### config.mk
export PLATFORM = sky130hd
export DESIGN_NAME = alu_hs
export DESIGN_NICKNAME = d
export VERILOG_FILES = /design/src/rtl/alu_hs.sv
export SDC_FILE = /design/constraint.sdc
export NUM_CORES = 1
export LEC_CHECK = 0
export BUFFER_PORTS_ARGS = -buffer_cell sky130_fd_sc_hd__buf_2
export CAP_MARGIN = 30
export CORE_MARGIN = 2
export CORE_UTILIZATION = 35
export DETAILED_ROUTE_END_ITERATION = 8
export PLACE_DENSITY_LB_ADDON = 0.1
export RECOVER_POWER = 100
export SYNTH_ARGS = -nofsm -noshare
export SYNTH_HDL_FRONTEND = slang
export SYNTH_SLANG_ARGS = --single-unit
export TNS_END_PERCENT = 5
### constraint.sdc
create_clock -name clk -period 8.1 [get_ports clk]
set_clock_uncertainty 0.1 [all_clocks]
set_input_delay 0.405 -clock clk [delete_from_list [all_inputs] [get_ports clk]]
set_output_delay 0.405 -clock clk [all_outputs]
set_load 0.1 [all_outputs]
### src/rtl/alu_hs.sv
`default_nettype none
// ============================================================================
// Module   : alu_hs
// Purpose  : WIDTH-bit ALU with registered result/flags, valid/ready
//            handshakes on input and output, a persistent carry flag for
//            ADC/SBB chaining, and an iterative shift-add unsigned multiply.
// Ports    : clk, rst_n           - clock, async active-low reset
//            in_valid/in_ready    - operand/opcode handshake
//            a, b, opcode         - operands and operation select
//            out_valid/out_ready  - result handshake
//            result, carry, negative, zero, overflow, illegal - outputs
// Revision : 1.0 - initial release
// ============================================================================
module alu_hs #(
  parameter int WIDTH = 8
) (
  input  logic             clk,
  input  logic             rst_n,
  input  logic             in_valid,
  output logic             in_ready,
  input  logic [WIDTH-1:0] a,
  input  logic [WIDTH-1:0] b,
  input  logic [3:0]       opcode,
  output logic             out_valid,
  input  logic             out_ready,
  output logic [WIDTH-1:0] result,
  output logic             carry,
  output logic             negative,
  output logic             zero,
  output logic             overflow,
  output logic             illegal
);

  localparam logic [3:0] OP_ADD = 4'b0000;
  localparam logic [3:0] OP_SUB = 4'b0001;
  localparam logic [3:0] OP_AND = 4'b0010;
  localparam logic [3:0] OP_OR  = 4'b0011;
  localparam logic [3:0] OP_XOR = 4'b0100;
  localparam logic [3:0] OP_NOT = 4'b0101;
  localparam logic [3:0] OP_SHL = 4'b0110;
  localparam logic [3:0] OP_SHR = 4'b0111;
  localparam logic [3:0] OP_ADC = 4'b1000;
  localparam logic [3:0] OP_SBB = 4'b1001;
  localparam logic [3:0] OP_SAR = 4'b1010;
  localparam logic [3:0] OP_ROL = 4'b1011;
  localparam logic [3:0] OP_ROR = 4'b1100;
  localparam logic [3:0] OP_CMP = 4'b1101;
  localparam logic [3:0] OP_MUL = 4'b1110;
  localparam logic [3:0] OP_ILL = 4'b1111;

  localparam int CNT_W = (WIDTH > 2) ? $clog2(WIDTH) : 1;
  localparam logic [CNT_W-1:0] LAST = CNT_W'(WIDTH - 1);

  typedef enum logic [0:0] {
    ST_IDLE = 1'b0,
    ST_MUL  = 1'b1
  } state_t;

  state_t state, state_d;

  // Persistent carry from the last completed operation.
  logic cflag;

  // Multiplier datapath: multiplicand shifts left, multiplier shifts right.
  logic [2*WIDTH-1:0] mcand;
  logic [WIDTH-1:0]   mplier;
  logic [2*WIDTH-1:0] acc;
  logic [CNT_W-1:0]   count;
  logic [2*WIDTH-1:0] mul_sum;

  logic accept, load_alu, mul_done;

  // Shared adder for ADD/SUB/ADC/SBB/CMP.
  logic [WIDTH-1:0] add_y;
  logic             add_cin;
  logic [WIDTH:0]   sum;
  logic             add_ovf;

  logic [WIDTH-1:0] alu_res;
  logic             alu_carry, alu_ovf, alu_ill, alu_neg, alu_zero, is_cmp;

  assign in_ready = (state == ST_IDLE) && (!out_valid || out_ready);
  assign accept   = in_valid && in_ready;
  assign load_alu = accept && (opcode != OP_MUL);
  assign mul_done = (state == ST_MUL) && (count == LAST);
  assign mul_sum  = acc + (mplier[0] ? mcand : '0);

  always_comb begin
    add_y   = b;
    add_cin = 1'b0;
    case (opcode)
      OP_SUB, OP_CMP: begin add_y = ~b; add_cin = 1'b1;  end
      OP_ADC:         begin             add_cin = cflag; end
      OP_SBB:         begin add_y = ~b; add_cin = cflag; end
      default: ;
    endcase
  end

  assign sum     = {1'b0, a} + {1'b0, add_y} + {{WIDTH{1'b0}}, add_cin};
  // Overflow: addends agree in sign but the sum does not.
  assign add_ovf = (a[WIDTH-1] == add_y[WIDTH-1]) && (sum[WIDTH-1] != a[WIDTH-1]);

  always_comb begin
    alu_res   = '0;
    alu_carry = 1'b0;
    alu_ovf   = 1'b0;
    alu_ill   = 1'b0;
    is_cmp    = 1'b0;
    case (opcode)
      OP_ADD, OP_SUB, OP_ADC, OP_SBB: begin
        alu_res   = sum[WIDTH-1:0];
        alu_carry = sum[WIDTH];
        alu_ovf   = add_ovf;
      end
      OP_AND: alu_res = a & b;
      OP_OR:  alu_res = a | b;
      OP_XOR: alu_res = a ^ b;
      OP_NOT: alu_res = ~a;
      OP_SHL: begin alu_res = {a[WIDTH-2:0], 1'b0};       alu_carry = a[WIDTH-1]; end
      OP_SHR: begin alu_res = {1'b0, a[WIDTH-1:1]};       alu_carry = a[0];       end
      OP_SAR: begin alu_res = {a[WIDTH-1], a[WIDTH-1:1]}; alu_carry = a[0];       end
      OP_ROL: begin alu_res = {a[WIDTH-2:0], a[WIDTH-1]}; alu_carry = a[WIDTH-1]; end
      OP_ROR: begin alu_res = {a[0], a[WIDTH-1:1]};       alu_carry = a[0];       end
      OP_CMP: begin
        alu_res   = a;
        alu_carry = sum[WIDTH];
        alu_ovf   = add_ovf;
        is_cmp    = 1'b1;
      end
      OP_ILL: alu_ill = 1'b1;
      default: ;
    endcase
  end

  // CMP reports sign/zero of the difference rather than of the passed-through a.
  assign alu_neg  = is_cmp ? sum[WIDTH-1] : alu_res[WIDTH-1];
  assign alu_zero = is_cmp ? (sum[WIDTH-1:0] == '0) : (alu_res == '0);

  always_comb begin
    state_d = state;
    case (state)
      ST_IDLE: if (accept && (opcode == OP_MUL)) state_d = ST_MUL;
      ST_MUL:  if (count == LAST)                state_d = ST_IDLE;
      default: state_d = ST_IDLE;
    endcase
  end

  always_ff @(posedge clk or negedge rst_n) begin
    if (!rst_n) state <= ST_IDLE;
    else        state <= state_d;
  end

  always_ff @(posedge clk or negedge rst_n) begin
    if (!rst_n) begin
      mcand  <= '0;
      mplier <= '0;
      acc    <= '0;
      count  <= '0;
    end else if (state == ST_IDLE) begin
      if (accept && (opcode == OP_MUL)) begin
        mcand  <= {{WIDTH{1'b0}}, a};
        mplier <= b;
        acc    <= '0;
        count  <= '0;
      end
    end else begin
      acc    <= mul_sum;
      mcand  <= {mcand[2*WIDTH-2:0], 1'b0};
      mplier <= {1'b0, mplier[WIDTH-1:1]};
      count  <= count + 1'b1;
    end
  end

  always_ff @(posedge clk or negedge rst_n) begin
    if (!rst_n) begin
      out_valid <= 1'b0;
      result    <= '0;
      carry     <= 1'b0;
      negative  <= 1'b0;
      zero      <= 1'b0;
      overflow  <= 1'b0;
      illegal   <= 1'b0;
      cflag     <= 1'b0;
    end else if (load_alu) begin
      out_valid <= 1'b1;
      result    <= alu_res;
      carry     <= alu_carry;
      negative  <= alu_neg;
      zero      <= alu_zero;
      overflow  <= alu_ovf;
      illegal   <= alu_ill;
      cflag     <= alu_carry;
    end else if (mul_done) begin
      out_valid <= 1'b1;
      result    <= mul_sum[WIDTH-1:0];
      carry     <= |mul_sum[2*WIDTH-1:WIDTH];
      negative  <= mul_sum[WIDTH-1];
      zero      <= (mul_sum[WIDTH-1:0] == '0);
      overflow  <= 1'b0;
      illegal   <= 1'b0;
      cflag     <= |mul_sum[2*WIDTH-1:WIDTH];
    end else if (out_valid && out_ready) begin
      out_valid <= 1'b0;
    end
  end

endmodule
`default_nettype wire

## Yosys cells after proc, flatten, opt, wreduce, memory -nomap -nowiden

Cells that the tools add are included.

| cells by class | value |
|---|---|
| add/sub/neg operators | 4 |
| equal/unequal tests | 19 |
| multiplexer cells | 35 |
| bitwise gates (word level) | 6 |
| reductions and logical operators | 24 |

Operators with widths:

| kind | count |
|---|---|
| 8-bit case mux with 11 select lines | 1 |
| 16-bit two-way mux | 5 |
| 8-bit two-way mux | 5 |
| 4-bit == test, second input constant | 8 |
| 8-bit zero test | 3 |
| 1-bit two-way mux | 19 |
| 16-bit adder | 1 |
| 4-bit by 3-bit == test with 1-bit output, second input constant | 4 |
| 8-bit NOT | 2 |
| 8-bit by 8-bit adder with 9-bit output | 1 |
| 9-bit by 1-bit adder with 9-bit output | 1 |
| 8-bit AND | 1 |
| 4-bit by 2-bit == test with 1-bit output, second input constant | 2 |
| 8-bit OR | 1 |
| 8-bit OR reduction | 1 |
| 8-bit bitwise XOR | 1 |
| 1-bit logical AND | 7 |
| 3-bit two-way mux | 2 |
| 2-bit OR reduction | 3 |
| 3-bit OR reduction | 2 |
| 5-bit OR reduction | 1 |
| 4-bit by 1-bit == test with 1-bit output, second input constant | 1 |
| 4-bit zero test | 1 |
| 4-bit != test, second input constant | 1 |
| other kinds (12) | 14 |

| word-level totals | value |
|---|---|
| flip-flop bits (word level) | 58 |
| input port bits | 24 |
| output and inout port bits | 15 |
| word-level logic and storage cells | 100 |

## Longest topological paths before layout

Gate-level depths: netlist of the first run.

| depth | value |
|---|---|
| word-level depth | 9 |
| gate-level depth with buffers | 16 |
| mapped depth without buffers | 13 |

## Least setup slack after synthesis of the first run

Ideal clock, no wire load.

| path | value |
|---|---|
| path type | input-to-reg |
| from | input opcode[0] |
| to | register zero |
| setup time | 0.080 ns |
| arrival time | 3.940 ns |
| required time | 7.920 ns |
| path slack | 3.980 ns |
| stages on the path | 16 |
| path buffers | 4 |
| path through | buf_2 clkbuf_1 clkbuf_1 nand3b_1 clkbuf_1 xnor2_1 fa_1 inv_1 fa_1 a21o_1 a21oi_1 o21bai_1 a211o_1 a31o_2 or4b_1 o211ai_2 |

| between the ends | value |
|---|---|
| cells in the longest elaborated chain, start to end | 9 |
| elaborated cells on any way between the ends | 31 |
| classes of those cells | add/sub (2); eq/ne (14); mux (6); reduce/logical (9) |

Ends and longest elaborated chain:

| what | line | source |
|---|---|---|
| start: declaration | 23 | `input logic [3:0] opcode,` |
| 4-bit == test or 4-bit by 1-bit == test with 1-bit output (tied branches) | 91, 109 |  |
| 3-bit OR reduction (no line) | n/a |  |
| 8-bit two-way mux | n/a |  |
| 8-bit by 8-bit adder with 9-bit output | 99 | `assign sum = {1'b0, a} + {1'b0, add_y} + {{WIDTH{1'b0}}, add_cin};` |
| 9-bit by 1-bit adder with 9-bit output | 99 |  |
| 8-bit case mux with 11 select lines | 109 | `case (opcode)` |
| 8-bit zero test | 137 | `assign alu_zero = is_cmp ? (sum[WIDTH-1:0] == '0) : (alu_res == '0);` |
| 1-bit two-way mux | 137 |  |
| 1-bit two-way mux | 184 | `end else if (load_alu) begin` |
| end signal: assignment | 189 | `zero <= alu_zero;` |
| end signal: assignment | 198 | `zero <= (mul_sum[WIDTH-1:0] == '0);` |
| end: declaration | 29 | `output logic zero,` |

Parallel ways exist; a longest one is shown, timed or not.
A chain may end at the register's enable or synchronous reset.

## Worst setup path in the final report of the first run

| path | value |
|---|---|
| from | input opcode[0] |
| to | register mplier[0] |

| between the ends | value |
|---|---|
| cells in the longest elaborated chain, start to end | 3 |

Ends and longest elaborated chain:

| what | line | source |
|---|---|---|
| 4-bit == test | 160 | `if (accept && (opcode == OP_MUL)) begin` |
| 1-bit logical AND | 160 |  |
| 2-bit nonzero test (no line) | n/a |  |
| end signal: assignment | 169 | `mplier <= {1'b0, mplier[WIDTH-1:1]};` |
| end: declaration | 66 | `logic [WIDTH-1:0] mplier;` |

No other way between the ends.

==> implementation parameters, run 1 <==
Parameter                              Value

Yosys
  Share of the synthesized area in the top cell type ... between 30% and 40%
  Main area contributors after synthesis ... dfrtp_1 (31%), ha_1 (11%), nand2_1 (5.8%)
  Commonest cells in the synthesized netlist ... nand2_1 (73), dfrtp_1 (58), nor2_1 (58), o21ai_0 (46), ha_1 (40)
  YS warnings ... 0
  Cell area after synthesis ... 0.00473 sq mm
  Number of flops mapped to enable cells by yosys ... 0
  Top_reg_cell synth ... dfrtp_1
  Gate count of the mapped netlist ... approximately 580
  Average size of a mapped cell ... 8.14 sq um
  Most numerous cell in the Yosys netlist ... nand2_1
  Syn nets ... between 600 and 700
  Unique cell type count in the Yosys netlist ... 65
  Total of flip-flops plus latches after synthesis ... 58
  Async SR Flop Fraction ... 100%
  Proportion of synthesized chip area in sequential cells ... 30.7%
  Cell type with the largest total area after synthesis ... dfrtp_1

Clock network
  H-tree level count ... 3
  Buffers inserted during post-CTS setup optimization ... 0
  CTS hold repair buffers ... 0
  Clock-pin slew of the registers on the worst-case setup and hold paths ... about 0.050 ns
  CTS tree ... yes
  # resized after CTS ... 0
  Num CTS Buffers ... 9
  Clock latency at the later pin of the worst-skew pair ... about 0.34 ns
  CTS root buf ... clkbuf_16
  # clock sinks ... 58
  Maximum buffer depth of the clock tree ... 2

Setup path
  Crit end category ... flip-flop
  Type of the worst setup path ... input pin to flip-flop
  Worst reg-to-reg path cell count ... 8
  Arrival time worst endpoint ... ~4.9 ns
  Startpoint type of the worst setup path ... input pin
  Data required time at the worst endpoint ... between 8 and 9 ns
  CP max FO ... 47

Route
  Antenna Violating Nets Remaining ... 0
  Residual DRC count ... 0
  Drt via density ... 5.51
  First drt pass iteration count ... 4
  Routed WL ... around 14000 um
  Count of vias placed by the detailed router ... between 4000 and 5000
  Post-DR wirelength/cell ... 18.4 um
  Detailed Route Iter0 Violations ... ~430

Pwr
  Net switching power figure ... around 1.1 mW
  Share of total power consumed by net switching ... 49.8%
  Logic pwr share ... between 50% and 60%
  Peak ir drop on the vdd network ... around 130 uV
  Power density over cell area ... around 420 mW/mm^2
  Sequential share of power ... between 20% and 30%
  Internal portion of total power ... roughly 1.1 mW
  Cell leakage power ... between 2 and 2.5 nW
  Part of the total power dissipated in the clock network ... 19.1%
  Sum of internal, switching and leakage power ... between 2 and 2.5 mW

Cells and area
  Number of cells in the finished layout apart from fillers ... ~800
  Layout cells sized above 1 ... under 10%
  Ant. Diodes ... 0
  Net count of the finished layout ... roughly 670
  Count of filler cells inserted in the layout ... 1373
  Layout overhead on the synthesized area ... 12.2%

Floorplan
  Floorplan die height ... 120 um
  Floorplan core area ... about 0.013 sq mm
  I/O pin count ... 39
  Starting density of the core ... roughly 36%
  Die area ... between 0.01 and 0.015 sq mm
  Row count ... between 40 and 50
  Die width ... about 120 um

Flow run
  Max capacitance violation total ... 3

GRT
  Pin count of the biggest net entering global routing ... 59
  Congestion Overflow GR ... 0
  First-pass GRT wire length ... roughly 23000 um
  Number of global-route vias before repair ... a little over 4000
  Antenna violations before repair ... 0
  GR Util All Layers ... between 20% and 30%

STA
  Setup Viol. Count Final ... 0
  Measured slew at the worst slew-check pin ... ~3.3 ns
  Smallest setup slack after layout ... 3.29 ns
  Final slew viol count ... 123
  Worst slew slack as a fraction of its limit ... -117%
  Unrepaired setup endpoints after global routing ... false
  Fraction of the cycle the final worst path needs ... 59.4%
  Time the worst path needs with I/O delays and setup ... approximately 4.8 ns
  Fmax ... 208 MHz
  Setup_tns ... 0 ns
  Number of hold violations in the final report ... 0

Place
  Port buffer count ... 38
  Routability congestion estimate ... between 0.9 and 1
  Half-perimeter wire length of the detailed placement result ... 10500 um
  Pre-CTS setup slack ... about 3.8 ns
  Cell total after placement ... between 700 and 800

Run status
  Result of the run ... finished, violations left
  Violated checks ... max-capacitance violations, max-slew violations

Worst hold path
  Hold Path Depth ... 3
  Hold Crit Class ... input pin to flip-flop
==> metal layers <==
layer / vias up / track usage (%) / wire, um
met5: - / 0 / 0
met4: 0 / 4.29 / 130
met3: 14 / 3.63 / 653
met2: 124 / 30.3 / 6230
met1: 2051 / 31.1 / 7380
li1: 2117 / - / -
==> path summary, 6_finish.rpt <==
check,start,end,slack (ns)
setup / recovery,opcode[0],mplier[0],3.29
hold / removal,out_ready,out_valid,0.29
setup reg to reg,state,mplier[0],4.20
hold reg to reg,result[3],result[3],0.39
max in group asynchronous,rst_n,mcand[2],4.90
min in group asynchronous,rst_n,acc[9],1.16
==> logic make-up after synthesis <==
logic type	Yosys count	synth area share, %
AND/OR/NAND/NOR	223	22.8
multiplexers	3	0.635
adder cells (fa/ha/maj)	43	11.9
XOR/XNOR	29	5.37
buffers and inverters	61	5.35
flip-flops	58	30.7
AO/OA/AOI/OAI	164	23.3
==> cell usage in the layout (no fill, tap or decap), drive strengths merged, types with 11 or more instances in the layout <==
cell and instances:
ha 40, o22ai 15, nand3 11, nor3 15, nor2 58, o21ai 47
inv 28, dfrtp 58, buf 24, xnor2 22, clkbuf 30, and2 20
a21oi 26, o211ai 11, nand2 73
==> sequential cells by signal (all words and copies together), names as in the netlist <==
| signal | flops |
|---|---|
| acc | 16 |
| mcand | 16 |
| mplier | 8 |
| result | 8 |
| count | 3 |
| cflag | 1 |
| illegal | 1 |
| negative | 1 |
| out_valid | 1 |
| overflow | 1 |
| state | 1 |
| zero | 1 |
==> final cells by class <==
type | instances | area [sq um] | share of cell area [%]
clock buffer | 12 | 256 | 4.83
clock inverter | 4 | 73.8 | 1.39
inverter | 28 | 110 | 2.07
multi-input combinational | 462 | 3000 | 56.6
sequential | 58 | 1450 | 27.4
tap | 176 | 220 | 4.15
timing repair buffer | 42 | 190 | 3.58
==> worst max-delay path: stages <==
cell and delay (ns):
clkbuf_1 0.93, inv_1 0.39, nand2_1 0.32, or3_1 0.15
clkbuf_1 1.53, nand2_1 0.81, nor2_1 0.29, nor2_1 0.06
==> power by group through the flow <==
stage / clock network [mW] / registers, mW / logic (mW)
CTS: 0.434 / 0.511 / 1.29
floorplan: 0 / 0.701 / 0.814
finish: 0.423 / 0.511 / 1.28
detailed placement: 0 / 0.515 / 1.29
global route: 0.448 / 0.529 / 1.41
global placement: 0 / 0.511 / 1.28
==> metrics by stage <==
stage / utilization, % / hold slack [ns] / area (sq um)
floorplan: - / 0.00941 / 4730
global placement: 37.9 / 0.367 / 5020
detailed placement: 37.9 / 0.380 / 5020
CTS: 40.4 / 0.157 / 5350
global route: 40.1 / 0.307 / 5310
finish: 40.1 / 0.287 / 5310
(Power assumes the default switching activity.)
==> run 2: changes to the inputs <==
==> constraint.sdc (replaced) <==
create_clock -name clk -period 3.9 [get_ports clk]
set_clock_uncertainty 0.1 [all_clocks]
set_input_delay 0.195 -clock clk [delete_from_list [all_inputs] [get_ports clk]]
set_output_delay 0.195 -clock clk [all_outputs]
set_load 0.1 [all_outputs]
==> run 2 against run 1 <==
  * The flow still finishes with violations (max-capacitance violations, max-slew violations)
  * Register-to-register slack got worse by 3.7 ns
  * Count of clock-buffer cells in the layout decreased by 3
  * Final cell count increased by 1.0%
  * Final area increased by 0.66%
  * Global-route usage decreased by 0.22 points
  * Flip-flop and latch count unchanged
  * Worst hold slack got worse by 0.25 ns
  * First-iteration DRC count decreased by 21%
  * Non-clock buffer count increased by 8
  * Critical path type is now flip-flop to flip-flop
  * Largest power group unchanged
==> implementation parameters, run 2 (same netlist as run 1, synthesis figures left out) <==
Parameter                              Value

Run status
  Result of the run ... finished, violations left (unchanged)
  Violated checks ... max-capacitance violations, max-slew violations (unchanged)

Floorplan
  I/O pin count ... 39 (unchanged)
  Die width ... 120 um (unchanged)
  Starting density of the core ... 35.7% (unchanged)
  Row count ... 42 (unchanged)
  Floorplan die height ... 120 um (unchanged)
  Floorplan core area ... 0.0132 sq mm (unchanged)
  Die area ... 0.0145 sq mm (unchanged)

Pwr
  Power density over cell area ... 851 mW/mm^2 (was 417 mW/mm^2)
  Sequential share of power ... 23.0% (was 23.1%)
  Logic pwr share ... 59.2% (was 57.8%)
  Part of the total power dissipated in the clock network ... 17.8% (was 19.1%)
  Net switching power figure ... 2.32 mW (was 1.10 mW)
  Peak ir drop on the vdd network ... 219 uV (was 134 uV)
  Internal portion of total power ... 2.22 mW (was 1.11 mW)
  Cell leakage power ... 2.35 nW (was 2.34 nW)
  Share of total power consumed by net switching ... 51.1% (was 49.8%)
  Sum of internal, switching and leakage power ... 4.54 mW (was 2.22 mW)

Clock network
  Clock-pin slew of the registers on the worst-case setup and hold paths ... 0.06 ns (was 0.05 ns)
  Maximum buffer depth of the clock tree ... 2 (unchanged)
  Buffers inserted during post-CTS setup optimization ... 0 (unchanged)
  Num CTS Buffers ... 9 (unchanged)
  H-tree level count ... 3 (unchanged)
  Clock latency at the later pin of the worst-skew pair ... 0.34 ns (about the same)
  # clock sinks ... 58 (unchanged)
  # resized after CTS ... 0 (unchanged)
  CTS tree ... yes (unchanged)
  CTS root buf ... clkbuf_16 (unchanged)
  CTS hold repair buffers ... 1 (was 0)

Cells and area
  Layout cells sized above 1 ... 8.79% (was 7.92%)
  Registers with the highest flip-flop counts ... acc: 16 flops, mcand: 16 flops (unchanged)
  Sequential cell area ... 0.00145 sq mm (unchanged)
  Ant. Diodes ... 0 (unchanged)
  Count of filler cells inserted in the layout ... 1423 (was 1373)
  Layout overhead on the synthesized area ... 13.0% (was 12.2%)
  Most frequent cells in the layout ... nand2_1 (73), nor2_1 (58), dfrtp_1 (58), o21ai_0 (46), ha_1 (40) (was nand2_1 (73), nor2_1 (58), dfrtp_1 (58), o21ai_0 (47), ha_1 (40))
  Number of cells in the finished layout apart from fillers ... 790 (was 782)
  Area taken by multi-input logic gates ... 0.00302 sq mm (was 0.00300 sq mm)
  Most frequent standard cell in the layout excluding fill and tap cells ... nand2_1 (unchanged)
  Net count of the finished layout ... 676 (was 668)

Place
  Port buffer count ... 38 (unchanged)
  Routability congestion estimate ... 0.954 (was 0.903)
  Cell total after placement ... 772 (was 766)
  Half-perimeter wire length of the detailed placement result ... 10700 um (was 10500 um)

STA
  Number of hold violations in the final report ... 0 (unchanged)
  Worst hold slack after final layout ... 0.0378 ns (was 0.287 ns)
  Time the worst path needs with I/O delays and setup ... around 3.4 ns
  Fraction of the cycle the final worst path needs ... between 80% and 90%
  Final slew viol count ... 37 (was 123)
  Fmax ... around 300 MHz
  Worst slew slack as a fraction of its limit ... -42.0% (was -117%)
  Unrepaired setup endpoints after global routing ... false (unchanged)
  Setup Viol. Count Final ... 0 (unchanged)
  Setup_tns ... 0 ns (unchanged)
  Measured slew at the worst slew-check pin ... 2.13 ns (was 3.26 ns)

Route
  Post-DR wirelength/cell ... 18.1 um (was 18.4 um)
  Drt via density ... 5.61 (was 5.51)
  Count of vias placed by the detailed router ... 4431 (was 4306)
  First drt pass iteration count ... 5 (was 4)
  Detailed Route Iter0 Violations ... 337 (was 426)
  Routed WL ... 14300 um (was 14400 um)
  Antenna Violating Nets Remaining ... 0 (unchanged)
  Residual DRC count ... 0 (unchanged)

GRT
  Antenna violations before repair ... 0 (unchanged)
  Number of global-route vias before repair ... 4228 (was 4035)
  Met2 track demand over resource ... 29.7% (was 30.3%)
  Busiest layer in global routing ... met2 (was met1)
  First-pass GRT wire length ... 22700 um (was 22900 um)
  Pin count of the biggest net entering global routing ... 44 (was 59)
  GR Layer Usage met3 ... 5.38% (was 3.63%)
  GR Util All Layers ... 20.2% (was 20.5%)
  Congestion Overflow GR ... 0 (unchanged)
  Met1 track demand over resource in global routing ... 28.7% (was 31.1%)

Setup path
  Critical path cell sequence ... mux2i_1 -> a211o_1 -> fa_1 -> inv_1 -> fa_1 -> a21o_1 -> a21oi_1 -> o21bai_1 -> a211o_1 -> a31o_2 -> or4b_1 -> o211ai_1 (was clkbuf_1 -> inv_1 -> nand2_1 -> or3_1 -> clkbuf_1 -> nand2_1 -> nor2_1 -> nor2_1)
  Crit end category ... flip-flop (unchanged)
  Largest stage delay on the critical path ... 0.52 ns (was 1.53 ns)
  Slowest stage cell on the critical path ... or4b_1 (was clkbuf_1)
  CP top delay family ... compound AO/OA/AOI/OAI gates (was buffers and inverters)
  Type of the worst setup path ... flip-flop to flip-flop (was input pin to flip-flop)
  Startpoint type of the worst setup path ... flip-flop (was input pin)
  Worst path buffer plus inverter count ... 1 (was 3)
  Arrival time worst endpoint ... 3.55 ns (was 4.92 ns)
  CP max FO ... 3 (was 47)
  Data required time at the worst endpoint ... 4.06 ns (was 8.21 ns)

Flow run
  Max capacitance violation total ... 1 (was 3)

Worst hold path
  Hold Crit Class ... input pin to flip-flop (unchanged)
==> run 2: area by class of cell <==
| type | count | share of cell area [%] |
|---|---|---|
| Multi-Input combinational cell | 462 | 56.5 |
| Sequential cell | 58 | 27.2 |
| Timing Repair Buffer | 50 | 4.52 |
| Clock buffer | 9 | 4.22 |
| Tap cell | 176 | 4.12 |
| Inverter | 28 | 2.06 |
| Clock inverter | 7 | 1.45 |
==> run 2: power by group through the flow <==
stage | logic (mW) | registers, mW | clock network, mW
after CTS | 2.74 | 1.05 | 0.824
final | 2.69 | 1.05 | 0.807
after global routing | 2.96 | 1.08 | 0.853
after floorplan | 1.69 | 1.46 | 0
after detailed placement | 2.73 | 1.05 | 0
after global placement | 2.71 | 1.04 | 0
==> run 2: final timing paths <==
path | startpoint | to | slack (ns) | depth (start not counted)
max in group asynchronous | rst_n | acc[4] | 0.79 | 3
worst max register to register | cflag | zero | 0.51 | 12
worst max-delay path | cflag | zero | 0.51 | 12
min in group asynchronous | rst_n | acc[8] | 0.92 | 2
worst min register to register | count[0] | count[0] | 0.39 | 1
worst min-delay path | out_ready | out_valid | 0.04 | 3
==> run 2: worst reg2reg max path: cells and delay by family (launching register included) <==
kind,cells,cell delay [ns]
compound gates,7,1.44
fa+ha+maj,2,0.61
simple gates,1,0.52
flops,1,0.43
mux,1,0.14
buf+inv,1,0.06
==> run 2: stage by stage <==
step	utilization (%)	area, sq um	setup WS [ns]
3_3_place_gp	38.3	5070	0.478
3_5_place_dp	38.3	5070	0.432
6_report	40.3	5340	0.512
4_1_cts	40.7	5380	0.565
5_1_grt	40.3	5340	0.264
2_1_floorplan	-	4730	0.115
==> run 2: routing by layer <==
layer  up-vias  part of all wire [%]
li1       2125                     -
met5         -                     0
met2       148                    42
met3        22                   7.8
met4         0                   2.1
met1      2136                    48
